$ cat src/rtl/keypad_pkg.sv
// keypad_pkg: shared column-drive encoding, empty-snapshot constant and
// key-position-to-hex-code mapping for the keypad scanner.
package keypad_pkg;

  typedef enum logic [3:0] {
    COL_0 = 4'b1110,
    COL_1 = 4'b1101,
    COL_2 = 4'b1011,
    COL_3 = 4'b0111
  } col_drive_e;

  localparam logic [15:0] KEY_NONE = 16'h0;

  // Layout, col 0..3 left to right:
  //   r0: 1 2 3 A | r1: 4 5 6 B | r2: 7 8 9 C | r3: 0 F E D
  function automatic logic [3:0] map_key(input logic [1:0] row, input logic [1:0] col);
    logic [3:0] code;
    code = 4'h0;
    case ({row, col})
      4'b00_00: code = 4'h1;
      4'b00_01: code = 4'h2;
      4'b00_10: code = 4'h3;
      4'b00_11: code = 4'hA;
      4'b01_00: code = 4'h4;
      4'b01_01: code = 4'h5;
      4'b01_10: code = 4'h6;
      4'b01_11: code = 4'hB;
      4'b10_00: code = 4'h7;
      4'b10_01: code = 4'h8;
      4'b10_10: code = 4'h9;
      4'b10_11: code = 4'hC;
      4'b11_00: code = 4'h0;
      4'b11_01: code = 4'hF;
      4'b11_10: code = 4'hE;
      default:  code = 4'hD;
    endcase
    return code;
  endfunction

endpackage

$ cat src/rtl/keypad_debounce.sv
// keypad_debounce: accepts a new 16-bit key snapshot once DEBOUNCE_FRAMES
// consecutive identical frames have been seen.
//   clk, rst_n          clock, synchronous active-low reset
//   frame_valid         one-cycle strobe, frame holds a complete scan
//   frame[15:0]         bit 4*c+r set = key at column c, row r pressed
//   debounced[15:0]     accepted snapshot
//   debounced_changed   one-cycle strobe when debounced takes a new value
module keypad_debounce
  import keypad_pkg::*;
#(
  parameter int unsigned DEBOUNCE_FRAMES = 4
) (
  input  logic        clk,
  input  logic        rst_n,
  input  logic        frame_valid,
  input  logic [15:0] frame,
  output logic [15:0] debounced,
  output logic        debounced_changed
);

  localparam logic [3:0] STABLE_MAX = 4'(DEBOUNCE_FRAMES);

  logic [15:0] prev_frame;
  logic [3:0]  stable_cnt;
  logic [3:0]  stable_next;

  always_comb begin
    stable_next = 4'd1;
    if (frame == prev_frame) begin
      stable_next = (stable_cnt >= STABLE_MAX) ? STABLE_MAX : stable_cnt + 4'd1;
    end
  end

  always_ff @(posedge clk) begin
    if (!rst_n) begin
      prev_frame        <= KEY_NONE;
      stable_cnt        <= '0;
      debounced         <= KEY_NONE;
      debounced_changed <= 1'b0;
    end else begin
      debounced_changed <= 1'b0;
      if (frame_valid) begin
        prev_frame <= frame;
        stable_cnt <= stable_next;
        if (stable_next == STABLE_MAX && frame != debounced) begin
          debounced         <= frame;
          debounced_changed <= 1'b1;
        end
      end
    end
  end

endmodule

$ cat src/rtl/keypad_scanner.sv
// keypad_scanner: 4x4 matrix keypad scanner with frame debounce and a
// valid/ready key-code output.
//   clk, rst_n     clock, synchronous active-low reset
//   col[3:0]       column drive, active-low, one bit low per SCAN_TICKS slot
//   row[3:0]       row sense, active-low, asynchronous
//   key_code[3:0]  hex code of pending press
//   key_valid      key_code holds an unconsumed press
//   key_ready      consumer accept (transfer on key_valid & key_ready)
//   key_down       debounced snapshot has at least one key pressed
//   key_overflow   sticky, a press was dropped while key_valid was pending
// Optional feature macro: KEYPAD_REPEAT_EN (auto-repeat of a held key).
module keypad_scanner
  import keypad_pkg::*;
#(
  parameter int unsigned SCAN_TICKS      = 100000,
  parameter int unsigned DEBOUNCE_FRAMES = 4,
  parameter int unsigned REPEAT_DELAY    = 125,
  parameter int unsigned REPEAT_RATE     = 25
) (
  input  logic       clk,
  input  logic       rst_n,
  output logic [3:0] col,
  input  logic [3:0] row,
  output logic [3:0] key_code,
  output logic       key_valid,
  input  logic       key_ready,
  output logic       key_down,
  output logic       key_overflow
);

  localparam int unsigned     SLOT_W    = (SCAN_TICKS > 1) ? $clog2(SCAN_TICKS) : 1;
  localparam logic [SLOT_W-1:0] SLOT_LAST = SLOT_W'(SCAN_TICKS - 1);

  logic [3:0]        row_meta;
  logic [3:0]        row_sync;
  logic [SLOT_W-1:0] slot_cnt;
  logic [1:0]        col_idx;
  col_drive_e        col_q;
  logic [11:0]       frame_acc;
  logic              slot_end;
  logic              frame_end;
  logic [15:0]       frame_now;
  logic [15:0]       debounced;
  logic [15:0]       deb_last;
  logic              deb_changed;
  logic [3:0]        ev_idx;
  logic [3:0]        ev_code;
  logic              press_ev;
  logic              ev;

  assign col       = col_q;
  assign slot_end  = (slot_cnt == SLOT_LAST);
  assign frame_end = slot_end && (col_idx == 2'd3);
  // Column 3 is sampled straight into the completed frame, not into frame_acc.
  assign frame_now = {~row_sync, frame_acc};

  always_ff @(posedge clk) begin
    if (!rst_n) begin
      row_meta <= '1;
      row_sync <= '1;
    end else begin
      row_meta <= row;
      row_sync <= row_meta;
    end
  end

  always_ff @(posedge clk) begin
    if (!rst_n) begin
      slot_cnt  <= '0;
      col_idx   <= '0;
      col_q     <= COL_0;
      frame_acc <= '0;
    end else if (slot_end) begin
      slot_cnt <= '0;
      col_idx  <= col_idx + 2'd1;
      col_q    <= col_drive_e'({col_q[2:0], col_q[3]});
      case (col_idx)
        2'd0:    frame_acc[3:0]  <= ~row_sync;
        2'd1:    frame_acc[7:4]  <= ~row_sync;
        2'd2:    frame_acc[11:8] <= ~row_sync;
        default: ;
      endcase
    end else begin
      slot_cnt <= slot_cnt + SLOT_W'(1);
    end
  end

  keypad_debounce #(
    .DEBOUNCE_FRAMES(DEBOUNCE_FRAMES)
  ) u_debounce (
    .clk              (clk),
    .rst_n            (rst_n),
    .frame_valid      (frame_end),
    .frame            (frame_now),
    .debounced        (debounced),
    .debounced_changed(deb_changed)
  );

  always_comb begin
    ev_idx = '0;
    for (int unsigned i = 0; i < 16; i++) begin
      if (debounced[i]) ev_idx = 4'(i);
    end
  end

  assign ev_code  = map_key(ev_idx[1:0], ev_idx[3:2]);
  assign press_ev = deb_changed && (deb_last == KEY_NONE) && $onehot(debounced);

  always_ff @(posedge clk) begin
    if (!rst_n) begin
      deb_last <= KEY_NONE;
    end else if (deb_changed) begin
      deb_last <= debounced;
    end
  end

`ifdef KEYPAD_REPEAT_EN
  logic        tick_d;
  logic        rep_armed;
  logic        rep_phase;
  logic [15:0] rep_cnt;
  logic [15:0] rep_limit;
  logic        rep_ev;

  // tick_d lines up with deb_changed, both one cycle after the frame end.
  assign rep_limit = rep_phase ? 16'(REPEAT_RATE) : 16'(REPEAT_DELAY);
  assign rep_ev    = tick_d && rep_armed && !deb_changed && (rep_cnt + 16'd1 == rep_limit);
  assign ev        = press_ev || rep_ev;

  always_ff @(posedge clk) begin
    if (!rst_n) begin
      tick_d    <= 1'b0;
      rep_armed <= 1'b0;
      rep_phase <= 1'b0;
      rep_cnt   <= '0;
    end else begin
      tick_d <= frame_end;
      if (deb_changed) begin
        rep_armed <= press_ev;
        rep_phase <= 1'b0;
        rep_cnt   <= '0;
      end else if (tick_d && rep_armed) begin
        if (rep_ev) begin
          rep_phase <= 1'b1;
          rep_cnt   <= '0;
        end else begin
          rep_cnt <= rep_cnt + 16'd1;
        end
      end
    end
  end
`else
  logic repeat_cfg_unused;
  assign repeat_cfg_unused = |{REPEAT_DELAY, REPEAT_RATE};
  assign ev                = press_ev;
`endif

  always_ff @(posedge clk) begin
    if (!rst_n) begin
      key_code     <= '0;
      key_valid    <= 1'b0;
      key_down     <= 1'b0;
      key_overflow <= 1'b0;
    end else begin
      key_down <= |debounced;
      if (ev) begin
        if (!key_valid || key_ready) begin
          key_code  <= ev_code;
          key_valid <= 1'b1;
        end else begin
          key_overflow <= 1'b1;
        end
      end else if (key_valid && key_ready) begin
        key_valid <= 1'b0;
      end
    end
  end

endmodule

$ cat config.mk
export PLATFORM = sky130hd
export DESIGN_NAME = keypad_scanner
export DESIGN_NICKNAME = d
export VERILOG_FILES = /design/src/rtl/keypad_pkg.sv /design/src/rtl/keypad_debounce.sv /design/src/rtl/keypad_scanner.sv
export SDC_FILE = /design/constraint.sdc
export NUM_CORES = 1
export LEC_CHECK = 0
export BUFFER_PORTS_ARGS = -buffer_cell sky130_fd_sc_hd__buf_2
export CORE_MARGIN = 1.5
export CORE_UTILIZATION = 55
export DETAILED_ROUTE_END_ITERATION = 16
export GPL_TIMING_DRIVEN = 0
export PLACE_DENSITY = 0.83
export SLEW_MARGIN = 20
export SYNTH_ARGS = -nofsm -noshare
export SYNTH_HDL_FRONTEND = slang
export SYNTH_SLANG_ARGS = --single-unit
$ cat constraint.sdc
create_clock -name clk -period 5.4 [get_ports clk]
set_input_delay 0.54 -clock clk [delete_from_list [all_inputs] [get_ports clk]]
set_output_delay 0.54 -clock clk [all_outputs]
set_load 0.005 [all_outputs]
==> results of run 1 <==
[path summary, 6_finish.rpt]
| path | endpoint | slack, ps |
|---|---|---|
| worst max register to register | key_code[3] | 550 |
| worst min register to register | row_sync[2] | 410 |
| worst min-delay path | row_meta[1] | 340 |
| worst max-delay path | key_code[3] | 550 |
[worst register-to-register path: stages (launching register included)]
cell and delay (ps):
dfxtp_1 320, clkbuf_1 310, inv_1 150, fa_1 560
inv_1 60, fa_1 480, fa_1 520, inv_1 50
fa_1 480, inv_1 40, ha_1 220, fa_1 460
nor2_1 120, nand3_1 80, nor2_1 170, and3_1 180
clkbuf_1 260, mux2i_1 230, nor2_1 70
[cells in the mapped netlist (2+ instances only)]
master / count
a211oi_2: 5
a21oi_1: 37
a31oi_1: 2
and2_1: 3
and3_1: 6
and4_1: 4
buf_2: 4
buf_4: 2
buf_8: 2
clkbuf_1: 16
dfxtp_1: 103
fa_1: 10
ha_1: 16
inv_1: 35
mux2i_1: 30
nand2_1: 69
nand2_2: 2
nand2b_1: 11
nand3_1: 26
nand4_1: 12
nor2_1: 66
nor3_1: 3
nor4_1: 11
o2111ai_1: 2
o21a_1: 2
o21ai_0: 10
or3_1: 2
or4_1: 2
xnor2_1: 20
xor2_1: 26
[sequential cells by signal (all words and copies together) (netlist names)]
name and count:
slot_cnt 17, u_debounce.prev_frame 16, key_valid 1, col 4, key_down 1, col_idx 2
key_overflow 1, key_code 4, u_debounce.debounced 16, u_debounce.stable_cnt 4, u_debounce.debounced_changed 1, row_meta 4
frame_acc 12, deb_last 16, row_sync 4
[metrics by stage]
stage	hold WS [ps]	util, %	setup slack, ps
after floorplan	386	-	1110
after global placement	390	59.3	757
after detailed placement	395	59.3	575
after CTS	334	61.9	558
after global routing	341	61.9	270
final	343	61.9	546
[layout make-up]
type                       instances  area (um^2)  area share [%]
multi-input combinational        395         2620            48.4
clock buffer                      10          128            2.35
clock inverter                     6         93.8            1.73
sequential                       103         2060            38.0
timing repair buffer              17         85.1            1.57
tap                              108          135            2.49
inverter                          36          135            2.49
buffer                            27          160            2.95
[per-layer routing]
| metal | wire, um | vias up | part of all wire (%) | track usage [%] |
|---|---|---|---|---|
| li1 | - | 1941 | - | - |
| met1 | 4860 | 1883 | 44 | 33.1 |
| met2 | 5200 | 155 | 47 | 38.9 |
| met3 | 807 | 26 | 7.2 | 4.94 |
| met4 | 283 | 0 | 2.5 | 9.75 |
| met5 | 0 | - | 0 | 0 |
[power groups by stage]
stage	Combinational (uW)	Sequential [uW]	Clock, uW
after global placement	31.1	785	0
after CTS	32.3	767	540
after global routing	36.6	768	574
after floorplan	21.7	784	0
after detailed placement	32.2	785	0
final	32.6	767	537
[kinds of logic after synthesis]
kind of cell    after synthesis
compound gates               68
xor+xnor                     46
fa+ha+maj                    26
buf+inv                      63
flops                       103
mux                          30
simple gates                225
==> results.py, run 1 <==
metrics = {
    "layout": {
        "layout_common_cells": "dfxtp_1, nand2_1, nor2_1, a21oi_1, inv_1",
        "drive_above_1_share_pct": 9.26,
        "num_antenna_cells": 0,
        "area_growth_pct": 8.87,
        "finalNetCount": 622,
        "final_area_um2": 5420,
        "final_common_cell": "dfxtp_1",
        "fin_cells": 702,
        "fillers": 736,
    },
    "sta": {
        "slew_headroom_pct": 52.9,
        "finalCritPeriodShare_pct": 89.9,
        "clock.fmax_mhz": 206,
        "fin_tns_setup_ps": 0,
        "finalHoldViolCount": 0,
        "min_period_ps": 4850,
        "clock-skew-final_ps": 14.6,
        "slew_violations": 0,
        "rsz0062_at_grt": "false",
        "setup_viol_count_final": 0,
        "worst_pin_slew_ps": 698,
    },
    "synthesis": {
        "syn_nets": 594,
        "synth_area_um2": 4980,
        "synth_top_family_by_area": "simple AND/OR/NAND/NOR gates",
        "synth_top_cell_by_area": "dfxtp_1",
        "synth_area_leaders": "dfxtp_1, mux2i_1, nand2_1",
        "yosysSeqAreaShare_pct": 41.4,
        "synth.distinct_cells": 52,
        "synth-edff-count": 0,
        "synthArstFlopShare_pct": 0,
        "yosysWarnings": 0,
        "synth_compound_area_share_pct": 8.70,
        "synth-simple-area-share_pct": 21.8,
        "synthFlopType": "dfxtp_1",
        "synth_seq_cells": 103,
        "yosys.area.top_type_share_pct": 41.4,
        "synth_area_per_cell_um2": 8.87,
        "syn-instance-count": 561,
        "synth-xor-area-share_pct": 8.09,
        "synthAdderAreaFrac_pct": 8.04,
        "synthMuxAreaShare_pct": 6.03,
    },
    "power": {
        "pwr-share-clk_pct": 40.2,
        "switching_power_uw": 298,
        "power_frac_comb_pct": 2.4,
        "ir_worst_vdd_mv": 0.186,
        "power_uw": 1340,
        "power-per-cell-area_nw_per_um2": 247,
        "pwr-share-seq_pct": 57.4,
        "power.internal_uw": 1040,
        "p_sw_share_pct": 22.3,
        "leakage_uw": 0.00231,
    },
    "detailed_routing": {
        "drc": 0,
        "dr_total_vias": 4005,
        "first_pass_iters": 5,
        "wl_um": 11200,
        "antenna_left": 0,
        "wl_per_cell_um": 15.9,
        "drt_iter0_markers": 221,
        "vias_per_cell": 5.71,
    },
    "placement": {
        "place_hpwl_um": 8020,
        "portBuffers": 17,
        "place_area_um2": 5200,
        "finalWeightedCongestion": 0.857,
        "dp_cells": 686,
    },
    "grt": {
        "grt_pass1_wl_um": 19000,
        "overflow": 0,
        "antenna_found_initial": 0,
        "grt_start_max_net_pins": 18,
        "grt_pass1_vias": 3933,
        "grt_usage_pct": 24.6,
    },
    "setup_path": {
        "path_class": "register to register",
        "critPathLaunchType": "register",
        "end_kind": "register",
        "worstRegToRegCells": 18,
        "required_ps": 5640,
        "cpPeakStageDelay_ps": 560,
        "cp_common_cell": "fa_1",
        "cp_top_family": "adder cells",
        "crit_arrival_ps": 5100,
        "crit_chain": "clkbuf_1 > inv_1 > fa_1 > inv_1 > fa_1 > fa_1 > inv_1 > fa_1 > inv_1 > ha_1 > fa_1 > nor2_1 > nand3_1 > nor2_1 > and3_1 > clkbuf_1 > mux2i_1 > nor2_1",
        "crit_start": "u_debounce.debounced[5]",
        "critPathMaxFanout": 7,
        "cp_num_buf_inv": 6,
        "cp_slowest_cell": "fa_1",
        "reg2reg_from": "u_debounce.debounced[5]",
        "crit_cells": 18,
    },
    "clock_network": {
        "cts_num_sinks": 103,
        "clockBufferDepth": 2,
        "numCtsBuffers": 9,
        "htreeDepth": 3,
        "worstSkewPairLatency_ps": 380,
        "cts_setup_buffers": 0,
        "ctsResizeCount": 0,
        "clk_pin_slew_worst_paths_ps": 100,
        "clk_root_buffer_cell": "clkbuf_8",
        "cts_tree": "done",
        "hold_buffers": 0,
    },
    "worst_hold_path": {
        "worstHoldStart": "row[1]",
        "hp-class": "primary input to register",
        "timing.hold.worst_path_depth": 2,
    },
    "floorplan": {
        "core_area_um2": 8760,
        "floorplan.initialDensity_pct": 56.8,
        "ioPinCount": 18,
        "die_h_um": 98.1,
        "rows": 34,
        "die_width_um": 98.1,
        "die_area_um2": 9630,
    },
    "job": {
        "maxCapViolations": 0,
    },
    "status": {
        "status": "finished clean",
    },
}
Note: power is estimated with default switching activity, not from simulation.
==> inputs of run 2 (changes only) <==
--- a/config.mk
+++ b/config.mk
@@ -10,7 +10,7 @@
 export CORE_UTILIZATION = 55
 export DETAILED_ROUTE_END_ITERATION = 16
 export GPL_TIMING_DRIVEN = 0
-export PLACE_DENSITY = 0.83
+export PLACE_DENSITY = 0.86
 export SLEW_MARGIN = 20
 export SYNTH_ARGS = -nofsm -noshare
 export SYNTH_HDL_FRONTEND = slang
==> constraint.sdc (replaced) <==
create_clock -name clk -period 4.42 [get_ports clk]
set_input_delay 0.442 -clock clk [delete_from_list [all_inputs] [get_ports clk]]
set_output_delay 0.442 -clock clk [all_outputs]
set_load 0.005 [all_outputs]
==> run 2 against run 1 <==
Compared with the run above: clock-buffer cell count stayed put; combinational power increased by 25%; wire length up 2.4%; global-route usage rose by 0.072 points; critical path depth is 2 lower; total power rose by 22%; sequential power is 22% higher; die area unchanged; hold slack worse by 95 ps; critical path type unchanged; cell count is 0.57% lower.
==> results.py, run 2 (synthesis gave the netlist of run 1 again) <==
metrics = {
    "status": {
        "status": "finished clean",
    },
    "clock_network": {
        "clk_pin_slew_worst_paths_ps": 100,
        "htreeDepth": 3,
        "hold_buffers": 0,
        "cts_num_sinks": 103,
        "clockBufferDepth": 2,
        "cts_setup_buffers": 0,
        "cts_tree": "done",
        "numCtsBuffers": 9,
        "clk_root_buffer_cell": "clkbuf_8",
        "worstSkewPairLatency_ps": 380,
    },
    "sta": {
        "slew_headroom_pct": 47.9,
        "rsz0062_at_grt": "false",
        "min_period_ps": 4260,
        "slew_violations": 0,
        "finalHoldViolCount": 0,
        "setup_viol_count_final": 0,
        "clock.fmax_mhz": 235,
        "clock-skew-final_ps": 11.0,
        "hold_slack_ps": 247,
        "finalCritPeriodShare_pct": 96.4,
        "worst_pin_slew_ps": 781,
    },
    "detailed_routing": {
        "wl_per_cell_um": 16.4,
        "dr_total_vias": 4106,
        "antenna_left": 0,
        "first_pass_iters": 5,
        "drt_iter0_markers": 250,
        "vias_per_cell": 5.88,
        "drc": 0,
        "wl_um": 11400,
    },
    "placement": {
        "place_hpwl_um": 8210,
        "portBuffers": 17,
        "finalWeightedCongestion": 0.868,
        "place_area_um2": 5200,
    },
    "power": {
        "leakage_uw": 0.00230,
        "power.internal_uw": 1270,
        "power-per-cell-area_nw_per_um2": 300,
        "pwr-share-clk_pct": 39.9,
        "switching_power_uw": 360,
        "pwr-share-seq_pct": 57.6,
        "p_sw_share_pct": 22.1,
        "ir_worst_vdd_mv": 0.279,
        "power_frac_comb_pct": 2.5,
    },
    "floorplan": {
        "die_h_um": 98.1,
        "floorplan.initialDensity_pct": 56.8,
        "die_area_um2": 9630,
        "die_width_um": 98.1,
        "rows": 34,
        "ioPinCount": 18,
        "core_area_um2": 8760,
    },
    "job": {
        "maxCapViolations": 0,
    },
    "layout": {
        "largest_register_ffs": 17,
        "area_growth_pct": 8.82,
        "drive_above_1_share_pct": 10.2,
        "num_antenna_cells": 0,
        "final_common_cell": "dfxtp_1",
        "final_area_um2": 5420,
        "finalNetCount": 618,
        "max_flop_register": "slot_cnt",
        "layout_common_cells": "dfxtp_1, nand2_1, nor2_1, a21oi_1, inv_1",
    },
    "setup_path": {
        "required_ps": 4670,
        "path_class": "register to register",
        "critPathLaunchType": "register",
        "critPathMaxFanout": 7,
        "worstRegToRegCells": 16,
        "end_kind": "register",
        "crit_arrival_ps": 4510,
    },
    "worst_hold_path": {
        "timing.hold.worst_path_depth": 2,
        "hp-class": "primary input to register",
    },
    "grt": {
        "overflow": 0,
        "grt_usage_pct": 24.6,
        "grt_pass1_wl_um": 19000,
        "grt_pass1_vias": 3907,
        "antenna_found_initial": 0,
        "grt_start_max_net_pins": 18,
    },
}
## run 2: power by group through the flow
stage,Combinational [uW],Clock [uW],Sequential (uW)
floorplan,26.5,0,958
global placement,38.0,0,959
detailed placement,39.6,0,959
CTS,40.0,655,938
global route,43.9,693,938
finish,40.9,649,937
## run 2: critical path, stage by stage (launching register included)
cell     delay, ps
dfxtp_4        410
inv_1           90
fa_1           540
inv_1           50
fa_1           450
fa_1           510
inv_1           50
fa_1           470
inv_1           40
ha_1           210
fa_1           430
nor2_1         110
nand3_1        110
nor2_2         170
and3_4         260
mux2i_1        190
nor2_1          50
## run 2: cell type report
type                            count  area [um^2]
Buffer                             23          145
Clock buffer                       10          128
Clock inverter                      6         92.6
Fill cell                         700         3350
Inverter                           36          135
Multi-Input combinational cell    395         2630
Sequential cell                   103         2070
Tap cell                          108          135
Timing Repair Buffer               17         85.1
## run 2: final timing paths
check	start	slack [ps]	end
worst max-delay path	u_debounce.debounced[5]	160	key_code[3]
worst min register to register	row_meta[0]	420	row_sync[0]
worst min-delay path	row[3]	250	row_meta[3]
worst max register to register	u_debounce.debounced[5]	160	key_code[3]
## run 2: timing repair
action	CTS	global route
endpoints found under the setup margin	4	4
resized for setup	3	4
pin swaps	0	0
## run 2: metrics by stage
| step | power [uW] | utilization, % | cells | setup TNS (ps) | setup slack, ps |
|---|---|---|---|---|---|
| finish | 1630 | 61.8 | 698 | 0 | 158 |
| floorplan | 984 | - | 561 | 0 | 131 |
| global route | 1680 | 61.8 | 698 | 0 | 2.22 |
| CTS | 1630 | 61.7 | 698 | 0 | 31.6 |
| global placement | 997 | 59.3 | 686 | -724 | -214 |
| detailed placement | 999 | 59.3 | 686 | -1190 | -324 |
## run 2: routing by layer
layer	GRT usage (%)	wire, um	vias to the layer above
li1	-	-	1925
met1	32.0	4840	1994
met2	39.9	5570	148
met3	4.65	664	39
met4	11.5	350	0
met5	0	0	-
==> inputs of run 3 (changes only) <==
==> constraint.sdc (replaced) <==
create_clock -name clk -period 4.42 [get_ports clk]
set_input_delay 0 -clock clk [delete_from_list [all_inputs] [get_ports clk]]
set_output_delay 0 -clock clk [all_outputs]
set_load 0.005 [all_outputs]
==> run 3 against run 2 <==
Compared with the run above: wire length increased by 1.5%; critical path depth is the same; sequential cell count unchanged; sequential share of layout area down 0.35 points; sequential power hardly changed; largest power group unchanged.
==> results.py, run 3 (synthesis gave the netlist of run 1 again) <==
metrics = {
    "sta": {
        "clock.fmax_mhz": 235,
        "slew_violations": 0,
        "finalCritPeriodShare_pct": 96.4,
        "worst_pin_slew_ps": 796,
        "clock-skew-final_ps": 8.15,
        "setup_viol_count_final": 0,
        "hold_slack_ps": 70.2,
        "slew_headroom_pct": 46.9,
        "finalHoldViolCount": 0,
        "min_period_ps": 4260,
        "rsz0062_at_grt": "false",
    },
    "layout": {
        "final_common_cell": "dfxtp_1",
        "drive_above_1_share_pct": 10.1,
        "layout_common_cells": "dfxtp_1, nand2_1, nor2_1, a21oi_1, inv_1",
        "num_antenna_cells": 0,
        "largest_register_ffs": 17,
        "area_growth_pct": 9.83,
        "finalNetCount": 623,
        "max_flop_register": "slot_cnt",
        "fin_cells": 703,
        "utilization_pct": 62.4,
    },
    "detailed_routing": {
        "drc": 0,
        "first_pass_iters": 5,
        "dr_total_vias": 4106,
        "antenna_left": 0,
        "drt_iter0_markers": 272,
        "vias_per_cell": 5.84,
        "wl_per_cell_um": 16.5,
        "wl_um": 11600,
    },
    "power": {
        "power-per-cell-area_nw_per_um2": 298,
        "ir_worst_vdd_mv": 0.280,
        "leakage_uw": 0.00232,
        "pwr-share-seq_pct": 57.5,
        "switching_power_uw": 360,
        "p_sw_share_pct": 22.1,
        "pwr-share-clk_pct": 39.8,
        "power.internal_uw": 1270,
        "power_frac_comb_pct": 2.7,
    },
    "grt": {
        "overflow": 0,
        "grt_start_max_net_pins": 18,
        "grt_pass1_wl_um": 19300,
        "antenna_found_initial": 0,
        "grt_usage_pct": 24.9,
        "grt_pass1_vias": 3946,
    },
    "clock_network": {
        "cts_num_sinks": 103,
        "clk_root_buffer_cell": "clkbuf_8",
        "cts_tree": "done",
        "numCtsBuffers": 9,
        "worstSkewPairLatency_ps": 370,
        "clockBufferDepth": 2,
        "htreeDepth": 3,
        "cts_setup_buffers": 0,
        "clk_pin_slew_worst_paths_ps": 100,
    },
    "placement": {
        "place_hpwl_um": 8210,
        "portBuffers": 17,
        "finalWeightedCongestion": 0.868,
        "dp_cells": 686,
    },
    "setup_path": {
        "path_class": "register to register",
        "end_kind": "register",
        "critPathMaxFanout": 7,
        "worstRegToRegCells": 16,
        "rr_endpoint": "key_code[3]",
        "required_ps": 4670,
        "crit_arrival_ps": 4510,
        "reg2reg_setup_slack_ps": 160,
        "critPathLaunchType": "register",
        "reg2reg_from": "u_debounce.debounced[5]",
    },
    "worst_hold_path": {
        "hold_end": "slot_cnt[15]",
        "hp-class": "primary input to register",
        "worstHoldStart": "rst_n",
        "timing.hold.worst_path_depth": 3,
    },
    "floorplan": {
        "die_area_um2": 9630,
        "floorplan.initialDensity_pct": 56.8,
        "ioPinCount": 18,
        "die_h_um": 98.1,
        "die_width_um": 98.1,
        "core_area_um2": 8760,
        "rows": 34,
    },
    "job": {
        "maxCapViolations": 0,
    },
    "status": {
        "status": "finished clean",
    },
}
==> run 3: metrics by stage <==
stage          instance area (um^2)  worst slack (ps)  TNS, ps  power, uW
2_1_floorplan                  4980               131        0        984
3_3_place_gp                   5200              -214     -724        997
3_5_place_dp                   5200              -324    -1190        999
4_1_cts                        5460              31.6        0       1640
5_1_grt                        5470              2.08        0       1680
6_report                       5470               158        0       1630
==> run 3: cell type report <==
class | instances | area, um^2
timing repair buffer | 22 | 135
clock buffer | 10 | 128
clock inverter | 6 | 92.6
fill | 689 | 3300
inverter | 36 | 135
buffer | 23 | 145
multi-input combinational | 395 | 2630
sequential | 103 | 2070
tap | 108 | 135
==> run 3: routing by layer <==
layer | part of all wire (%) | GRT usage, % | up-vias
met4 | 3.0 | 11.5 | 0
met1 | 42 | 32.3 | 1989
li1 | - | - | 1931
met5 | 0 | 0 | -
met2 | 49 | 40.5 | 150
met3 | 5.7 | 4.80 | 36
==> run 3: repair_timing <==
item / 4_1_cts / 5_1_grt
gates resized for setup: 3 / 4
hold buffers: 5 / 0
endpoints found under the hold margin: 5 / 0
setup endpoints to repair: 4 / 4
==> run 3: worst max-delay path, cell delays in order (launching register included) <==
cell     delay [ps]
dfxtp_4         410
inv_1            90
fa_1            540
inv_1            50
fa_1            450
fa_1            510
inv_1            50
fa_1            470
inv_1            40
ha_1            210
fa_1            430
nor2_1          110
nand3_1         110
nor2_2          170
and3_4          260
mux2i_1         190
nor2_1           50
==> run 3: how the worst max path moves through the flow <==
stage	from	to	slack, ps
4_1_cts	u_debounce.debounced[5]	key_code[3]	30
3_3_place_gp	u_debounce.debounced[5]	key_code[3]	-210
5_1_grt	u_debounce.debounced[5]	key_code[3]	2
3_5_place_dp	u_debounce.debounced[5]	key_code[3]	-320
6_report	u_debounce.debounced[5]	key_code[3]	160
2_1_floorplan	u_debounce.debounced[5]	key_code[0]	130
==> run 3: power by group through the flow <==
| stage | clock network (uW) | registers [uW] | logic, uW |
|---|---|---|---|
| after CTS | 655 | 938 | 43.4 |
| after detailed placement | 0 | 959 | 39.6 |
| after global placement | 0 | 959 | 38.0 |
| after floorplan | 0 | 958 | 26.5 |
| final | 648 | 937 | 44.7 |
| after global routing | 693 | 938 | 48.2 |
